## config.mk

```make
export PLATFORM = sky130hd
export DESIGN_NAME = updown_count_sequencer
export DESIGN_NICKNAME = d
export VERILOG_FILES = /design/src/rtl/updown_count_sequencer_pkg.sv /design/src/rtl/updown_count_sequencer_core.sv /design/src/rtl/updown_count_sequencer.sv
export SDC_FILE = /design/constraint.sdc
export NUM_CORES = 1
export LEC_CHECK = 0
export ABC_AREA = 1
export CELL_PAD_IN_SITES_DETAIL_PLACEMENT = 1
export CELL_PAD_IN_SITES_GLOBAL_PLACEMENT = 1
export CORE_UTILIZATION = 31
export DETAILED_ROUTE_END_ITERATION = 7
export HOLD_SLACK_MARGIN = 0.03
export PLACE_DENSITY_LB_ADDON = 0.1
export SYNTH_ARGS = -nofsm -noshare
export SYNTH_HDL_FRONTEND = slang
export SYNTH_SLANG_ARGS = --single-unit
```

## constraint.sdc

```tcl
create_clock -name clk -period 1.8 [get_ports clk]
set_input_delay 0.45 -clock clk [delete_from_list [all_inputs] [get_ports clk]]
set_output_delay 0.45 -clock clk [all_outputs]
set_load 0.02 [all_outputs]
```

## src/rtl/updown_count_sequencer_pkg.sv

```systemverilog
// Shared constants for the up/down count sequencer: FSM state codes and
// counter mode encodings used by the top level and the counter core.
package updown_count_sequencer_pkg;

    typedef logic [1:0] seqState_t;

    localparam seqState_t ST_IDLE = 2'd0;
    localparam seqState_t ST_RUN  = 2'd1;
    localparam seqState_t ST_DONE = 2'd2;

    localparam logic MODE_UP   = 1'b0;
    localparam logic MODE_DOWN = 1'b1;

endpackage : updown_count_sequencer_pkg

```

## src/rtl/updown_count_sequencer_core.sv

```systemverilog
// Synchronous up/down counter datapath. When t is high, q moves by one in the
// direction given by m; otherwise it holds. Wraps modulo 2^WIDTH by design,
// since keeping the count in range is the sequencer's job.
module updown_counter_core
    import updown_count_sequencer_pkg::*;
#(
    parameter int WIDTH = 3
) (
    input  logic             clk,
    input  logic             rst,
    input  logic             t,
    input  logic             m,
    output logic [WIDTH-1:0] q
);

    logic [WIDTH-1:0] q_q;
    logic [WIDTH-1:0] q_d;

    // Next count: step up or down when enabled, otherwise hold.
    always_comb begin
        q_d = q_q;
        if (t) begin
            if (m == MODE_DOWN) begin
                q_d = q_q - WIDTH'(1);
            end else begin
                q_d = q_q + WIDTH'(1);
            end
        end
    end

    // Count register with asynchronous active-low clear.
    always_ff @(posedge clk or negedge rst) begin
        if (!rst) begin
            q_q <= '0;
        end else begin
            q_q <= q_d;
        end
    end

    assign q = q_q;

endmodule : updown_counter_core

```

## src/rtl/updown_count_sequencer.sv

```systemverilog
// Sequencer that drives an up/down counter core towards a commanded target.
// A command is taken over a valid/ready port, the direction is chosen once at
// accept time, and the counter then steps once per cycle until it matches the
// target. Pause freezes the run; abort drops it without signalling done.
module updown_count_sequencer
    import updown_count_sequencer_pkg::*;
#(
    parameter int WIDTH = 3
) (
    input  logic             clk,
    input  logic             rst,
    input  logic             cmd_valid,
    output logic             cmd_ready,
    input  logic [WIDTH-1:0] cmd_target,
    input  logic             pause,
    input  logic             abort,
    output logic [WIDTH-1:0] cnt,
    output logic             cnt_en,
    output logic             cnt_mode,
    output logic             busy,
    output logic             done
);

    seqState_t        state_q;
    seqState_t        state_d;
    logic [WIDTH-1:0] target_q;
    logic [WIDTH-1:0] target_d;
    logic             mode_q;
    logic             mode_d;

    logic             accept;
    logic [WIDTH-1:0] stepVal;

    // Handshake, counter enable and the value the counter will hold after a step.
    always_comb begin
        cmd_ready = (state_q != ST_RUN);
        accept    = cmd_valid & cmd_ready;
        cnt_en    = (state_q == ST_RUN) & ~pause & ~abort;
        if (mode_q == MODE_DOWN) begin
            stepVal = cnt - WIDTH'(1);
        end else begin
            stepVal = cnt + WIDTH'(1);
        end
    end

    // FSM next state; direction and target are only updated on an accept.
    always_comb begin
        state_d  = state_q;
        target_d = target_q;
        mode_d   = mode_q;
        case (state_q)
            ST_RUN: begin
                if (abort) begin
                    state_d = ST_IDLE;
                end else if (cnt_en && (stepVal == target_q)) begin
                    state_d = ST_DONE;
                end
            end
            ST_IDLE, ST_DONE: begin
                if (accept) begin
                    target_d = cmd_target;
                    if (cmd_target > cnt) begin
                        mode_d  = MODE_UP;
                        state_d = ST_RUN;
                    end else if (cmd_target < cnt) begin
                        mode_d  = MODE_DOWN;
                        state_d = ST_RUN;
                    end else begin
                        state_d = ST_DONE;
                    end
                end else begin
                    state_d = ST_IDLE;
                end
            end
            default: begin
                state_d = ST_IDLE;
            end
        endcase
    end

    // State, target and mode registers with asynchronous active-low reset.
    always_ff @(posedge clk or negedge rst) begin
        if (!rst) begin
            state_q  <= ST_IDLE;
            target_q <= '0;
            mode_q   <= MODE_UP;
        end else begin
            state_q  <= state_d;
            target_q <= target_d;
            mode_q   <= mode_d;
        end
    end

    updown_counter_core #(
        .WIDTH(WIDTH)
    ) u_core (
        .clk(clk),
        .rst(rst),
        .t  (cnt_en),
        .m  (mode_q),
        .q  (cnt)
    );

    assign cnt_mode = mode_q;
    assign busy     = (state_q == ST_RUN);
    assign done     = (state_q == ST_DONE);

endmodule : updown_count_sequencer

```

# Word-level counts from Yosys, hierarchy flattened
# Index checks and enable logic that the tools add are counted.
# Widths: inputs -> output; s select.
# word_totals
reg_bits	9
latchBits	0
ram_bits	0
rom_bits	0
in_bits	8
out_inout_bits	8
word_cells	33
n_memories	0
# classes
addsub	2
mul	0
div_mod_pow	0
magnitude_cmp	2
n_eq_ne	5
n_shift	0
n_mux	9
n_bitwise	5
reduce_logical	6
# op_table
cell	count
$mux 2	5
$pmux 2 s2	1
$add 3x1->3 const B	1
$and 1x1->1	3
$eq 3x3->1	1
$gt 3x3->1	1
$lt 3x3->1	1
$mux 3	1
$ne 3x2->1 const B	1
$reduce_and 3->1	1
$sub 3x1->3 const B	1
$eq 2x1->1 const B	1
$eq 2x2->1 const B	1
$logic_not 2->1	1
$mux 1	2
$ne 2x1->1 const B	1
$not 1->1	2
$reduce_and 2->1	1
$reduce_bool 2->1	1
$reduce_or 2->1	1
$logic_and 1x1->1	1

# Longest topological paths before layout
# Gate-level depths: netlist of run 1.
# logic_depth
word_depth	7
ltp_mapped	9
mapped_depth_nobuf	9

# Hierarchy
# A second synthesis of run 1 with hierarchy kept.
# hier_totals
hier_cells	89
hier_area_um2	630.6
# by_module_without_submodules
module	instances	cells_each	area_each_um2	seq_area_each_um2
updown_count_sequencer	1	71	470.5	150.1
updown_counter_core	1	18	160.2	75.1

# Worst setup path after synthesis of run 1
# Ideal clock, no wire load.
# synth_timing
path_kind	register -> register
startpoint	register u_core.q_q[0] (netlist: u_core.q[0])
endpoint	register state_q[0]
arrival_ps	1504
t_required_ps	1683
slack_ps	179
path_stages_with_launch	8
cell_sequence	dfrtp_1 -> fa_1 -> xnor2_1 -> nand2_1 -> nor2_2 -> nand3_1 -> nand2_1 -> nand2_1
# synth_via
elab_chain_len	5
# synth_lines
element	line	source
start, declared	updown_count_sequencer_core.sv:16	logic [WIDTH-1:0] q_q;
start signal, assigned	updown_count_sequencer_core.sv:36	q_q <= q_d;
$add 3x1->3 or $sub 3x1->3 (tied branches)	updown_count_sequencer.sv:42, updown_count_sequencer.sv:40	
$mux 3 (*)	updown_count_sequencer.sv:39	if (mode_q == MODE_DOWN) begin
named net stepVal[1]	updown_count_sequencer.sv:32	logic [WIDTH-1:0] stepVal;
$eq 3x3->1 (*)	updown_count_sequencer.sv:55	end else if (cnt_en && (stepVal == target_q)) begin
$logic_and 1x1->1 (*)	updown_count_sequencer.sv:55	
$ne 3x2->1 (no line) (*)	--	
end signal, assigned	updown_count_sequencer.sv:88	state_q <= state_d;
end, declared	updown_count_sequencer.sv:24	seqState_t state_q;
# Mark *: on every way through the listed nets, which the timed path passes. The rest lies on a longest branch.
# A chain may end at the register's enable or synchronous reset.

# Worst setup path after layout of run 1
# layout_timing
startpoint	register u_core.q_q[2] (netlist: u_core.q[2])
endpoint	output cnt[2]
# layout_rtl
element	line	source
end, declared	updown_count_sequencer.sv:17	output logic [WIDTH-1:0] cnt,
# No word-level cell between the ends.

==> results of run 1 <==
==> cells by family after synthesis <==
logic type               Yosys count  share of synthesized area (%)
AND/OR/NAND/NOR                   35                           27.3
buffers and inverters             17                           11.5
flip-flops                         9                           40.5
AO/OA/AOI/OAI                      8                           7.21
adder cells (fa/ha/maj)            4                           10.4
XOR/XNOR                           2                           3.15
==> metal layers <==
| layer | vias to the layer above | wire length [microns] | GRT usage [%] |
|---|---|---|---|
| li1 | 273 | - | - |
| met1 | 259 | 574 | 21.1 |
| met2 | 10 | 706 | 31.2 |
| met3 | 2 | 34 | 3.67 |
| met4 | 0 | 19 | 5.45 |
| met5 | - | 0 | 0 |
==> worst register-to-register path, delay by kind of cell (launching register included) <==
kind          cells  cell delay (ps)
fa+ha+maj         1              610
xor+xnor          1              140
flops             1              430
simple gates      5              390
==> area by class of cell <==
cell class	instances	area share (%)
clock buffer	4	3.28
sequential	9	28.1
tap	24	3.75
multi-input combinational	49	33.3
timing repair buffer	20	23.6
inverter	17	7.97
==> metrics by stage <==
step	setup TNS (ps)	hold WS (ps)	setup WS, ps	area [sq um]
detailed placement	-728	495	-431	773
finish	0	498	99.4	801
global route	0	525	34.8	801
global placement	-652	480	-405	773
CTS	0	511	2.42	791
floorplan	0	154	179	556
==> cell usage after synthesis (2+ instances only) <==
| cell type | n |
|---|---|
| a21oi_1 | 2 |
| o21ai_0 | 6 |
| inv_1 | 17 |
| dfrtp_1 | 9 |
| nor2_1 | 3 |
| nand2_1 | 24 |
| nand3_1 | 4 |
| nand2_2 | 2 |
| ha_1 | 3 |
==> sequential cells by signal (all words and copies together), names as in the netlist <==
name      cells
cnt_mode      1
state_q       2
target_q      3
u_core.q      3
==> path summary, 6_finish.rpt <==
kind | startpoint | endpoint | slack, ps | depth (start not counted)
worst max-delay path | u_core.q[2] | cnt[2] | 100 | 1
worst min-delay path | rst | u_core.q[2] | 500 | 1
worst max register to register | u_core.q[0] | state_q[0] | 130 | 7
worst min register to register | target_q[1] | target_q[1] | 510 | 2
max in group asynchronous | rst | target_q[2] | 1000 | 1
min in group clk | target_q[1] | target_q[1] | 510 | 2
==> repair_timing <==
action / 4_1_cts / 5_1_grt
pin swaps: 0 / 1
resized for setup: 7 / 5
gates cloned: 0 / 0
setup endpoints to repair: 4 / 4
endpoints found under the hold margin: 0 / 0
setup buffers: 0 / 0
==> power by group through the flow <==
stage | clock network (mW) | registers (mW) | logic [mW]
final | 0.156 | 0.388 | 0.845
after global routing | 0.176 | 0.403 | 0.951
after detailed placement | 0 | 0.395 | 0.882
after global placement | 0 | 0.387 | 0.839
after CTS | 0.163 | 0.392 | 0.859
after floorplan | 0 | 0.432 | 0.473
==> metrics.txt, run 1 <==
clock power share 11.2%; sw frac 45.5%; Tot Pwr 1.39 mW; Mapped Cells 75; routability cong. 0.724; Post-synth ARST share 100%; Root Driver clkbuf_4; CP Cell Sequence clkdlybuf4s50_1; post-DP HPWL 1.19 mm; pwr dens 1730 mW/mm^2; number of remaining DRC errors 0; GR Overflow Total 0; vias in the first global route 567; Slew headroom 71.4%; Slew @ Worst Pin 428 ps; TritonCTS Buffers 3; vias per cell 4.42; routed wire length per instance 10.9 microns; leading cell type in the layout, fill and taps excluded nand2_1; critical path class reg -> out; share of the synthesized area in the top cell type 40.5%; area grow syn2layout 44.1%; Post-synth EDFFs 0; synth unique cells 14; slowest cell delay on critical path 610 ps; Worst Hold Class in -> async; min Tclk post-route 1700 ps; Final Cycle Share 94.5%; sequential fraction of the synthesis area 40.5%; CTS tree yes; final hold vios 0; placed insts 119; leakage power 0.452 nW; maximum VDD drop 0.672 mV; routed wire length 1.34 mm; largest net degree at the start of global routing 10; DRT iter0 DRCs 1; logic gate share of total power 60.8%; DR vias 544; Final Max Tran Viols 0; Die Wd 44.3 microns; die area 0.00197 sq mm; clk sinks 9; Die Y 44.3 microns; Mapped Area 556 sq um; Pre-antenna DRT Iters 2; design internal power 0.757 mW; final net count 112; fin cells 123; clk_lat worst skew 250 ps; register area 225 sq um; max cap viols 0; Core ar. 0.00159 sq mm; CTS Hold Bufs 0; Slowest cell on crit path clkdlybuf4s50_1; most frequent cells in the layout nand2_1, inv_1, dfrtp_1; antenna violations before repair 0; Yosys warnings 0; share of layout cells above drive strength 1 13.1%; Mapped Nets 87; Setup violations, final 0; clock tree buffer depth 2; H-tree Lvls 1; Worst Skew 2.31 ps; CTS clk-pin slew, worst paths 70 ps; CP Max Fanout 4; Multi-input gate area 267 sq um; Routed Antenna Nets 0; Top FF cell, synth dfrtp_1; Fmax 588 MHz; final core utilization 50.2%; IO Count 16; Seq pwr share 27.9%; leading post-synthesis cells by cell area dfrtp_1, nand2_1, inv_1; global-route wire length before repair 2.48 mm; Diodes inserted 0; FF+latch count, synth 9; status completed; Arr. time, crit path 1250 ps; Worst Path Required 1350 ps; cell taking the most area after synthesis dfrtp_1; CP endpoint kind primary output; critical path buffer and inverter count 1; Layout fillers 208; delay-heaviest family, CP buffers and inverters; Critical Path Source Type register; syn_area_per_cell 7.41 sq um; GRT Util Overall 17.6%; row count 14; port bufs 15; unrepaired setup endpoints after global routing false; Initial Utilization 34.9%; Net Sw Power 0.632 mW
Note: power is estimated with default switching activity, not from simulation.
==> inputs of run 2 (changes only) <==
--- a/config.mk
+++ b/config.mk
@@ -9,6 +9,7 @@
 export CELL_PAD_IN_SITES_DETAIL_PLACEMENT = 1
 export CELL_PAD_IN_SITES_GLOBAL_PLACEMENT = 1
 export CORE_UTILIZATION = 31
+export CTS_CLUSTER_SIZE = 20
 export DETAILED_ROUTE_END_ITERATION = 7
 export HOLD_SLACK_MARGIN = 0.03
 export PLACE_DENSITY_LB_ADDON = 0.1
==> results of run 2 <==
Same layout as run 1: the final DEF is identical, and so are final timing and power.
==> inputs of run 3 (changes only) <==
--- a/config.mk
+++ b/config.mk
@@ -6,11 +6,14 @@
 export NUM_CORES = 1
 export LEC_CHECK = 0
 export ABC_AREA = 1
+export ABC_CLOCK_PERIOD_IN_PS = 1800
+export CAP_MARGIN = 20
 export CELL_PAD_IN_SITES_DETAIL_PLACEMENT = 1
 export CELL_PAD_IN_SITES_GLOBAL_PLACEMENT = 1
 export CORE_UTILIZATION = 31
 export CTS_CLUSTER_SIZE = 20
 export DETAILED_ROUTE_END_ITERATION = 7
+export GPL_ROUTABILITY_DRIVEN = 1
 export HOLD_SLACK_MARGIN = 0.03
 export PLACE_DENSITY_LB_ADDON = 0.1
 export SYNTH_ARGS = -nofsm -noshare
==> results of run 3 <==
Same layout as run 1: the final DEF is identical, and so are final timing and power.
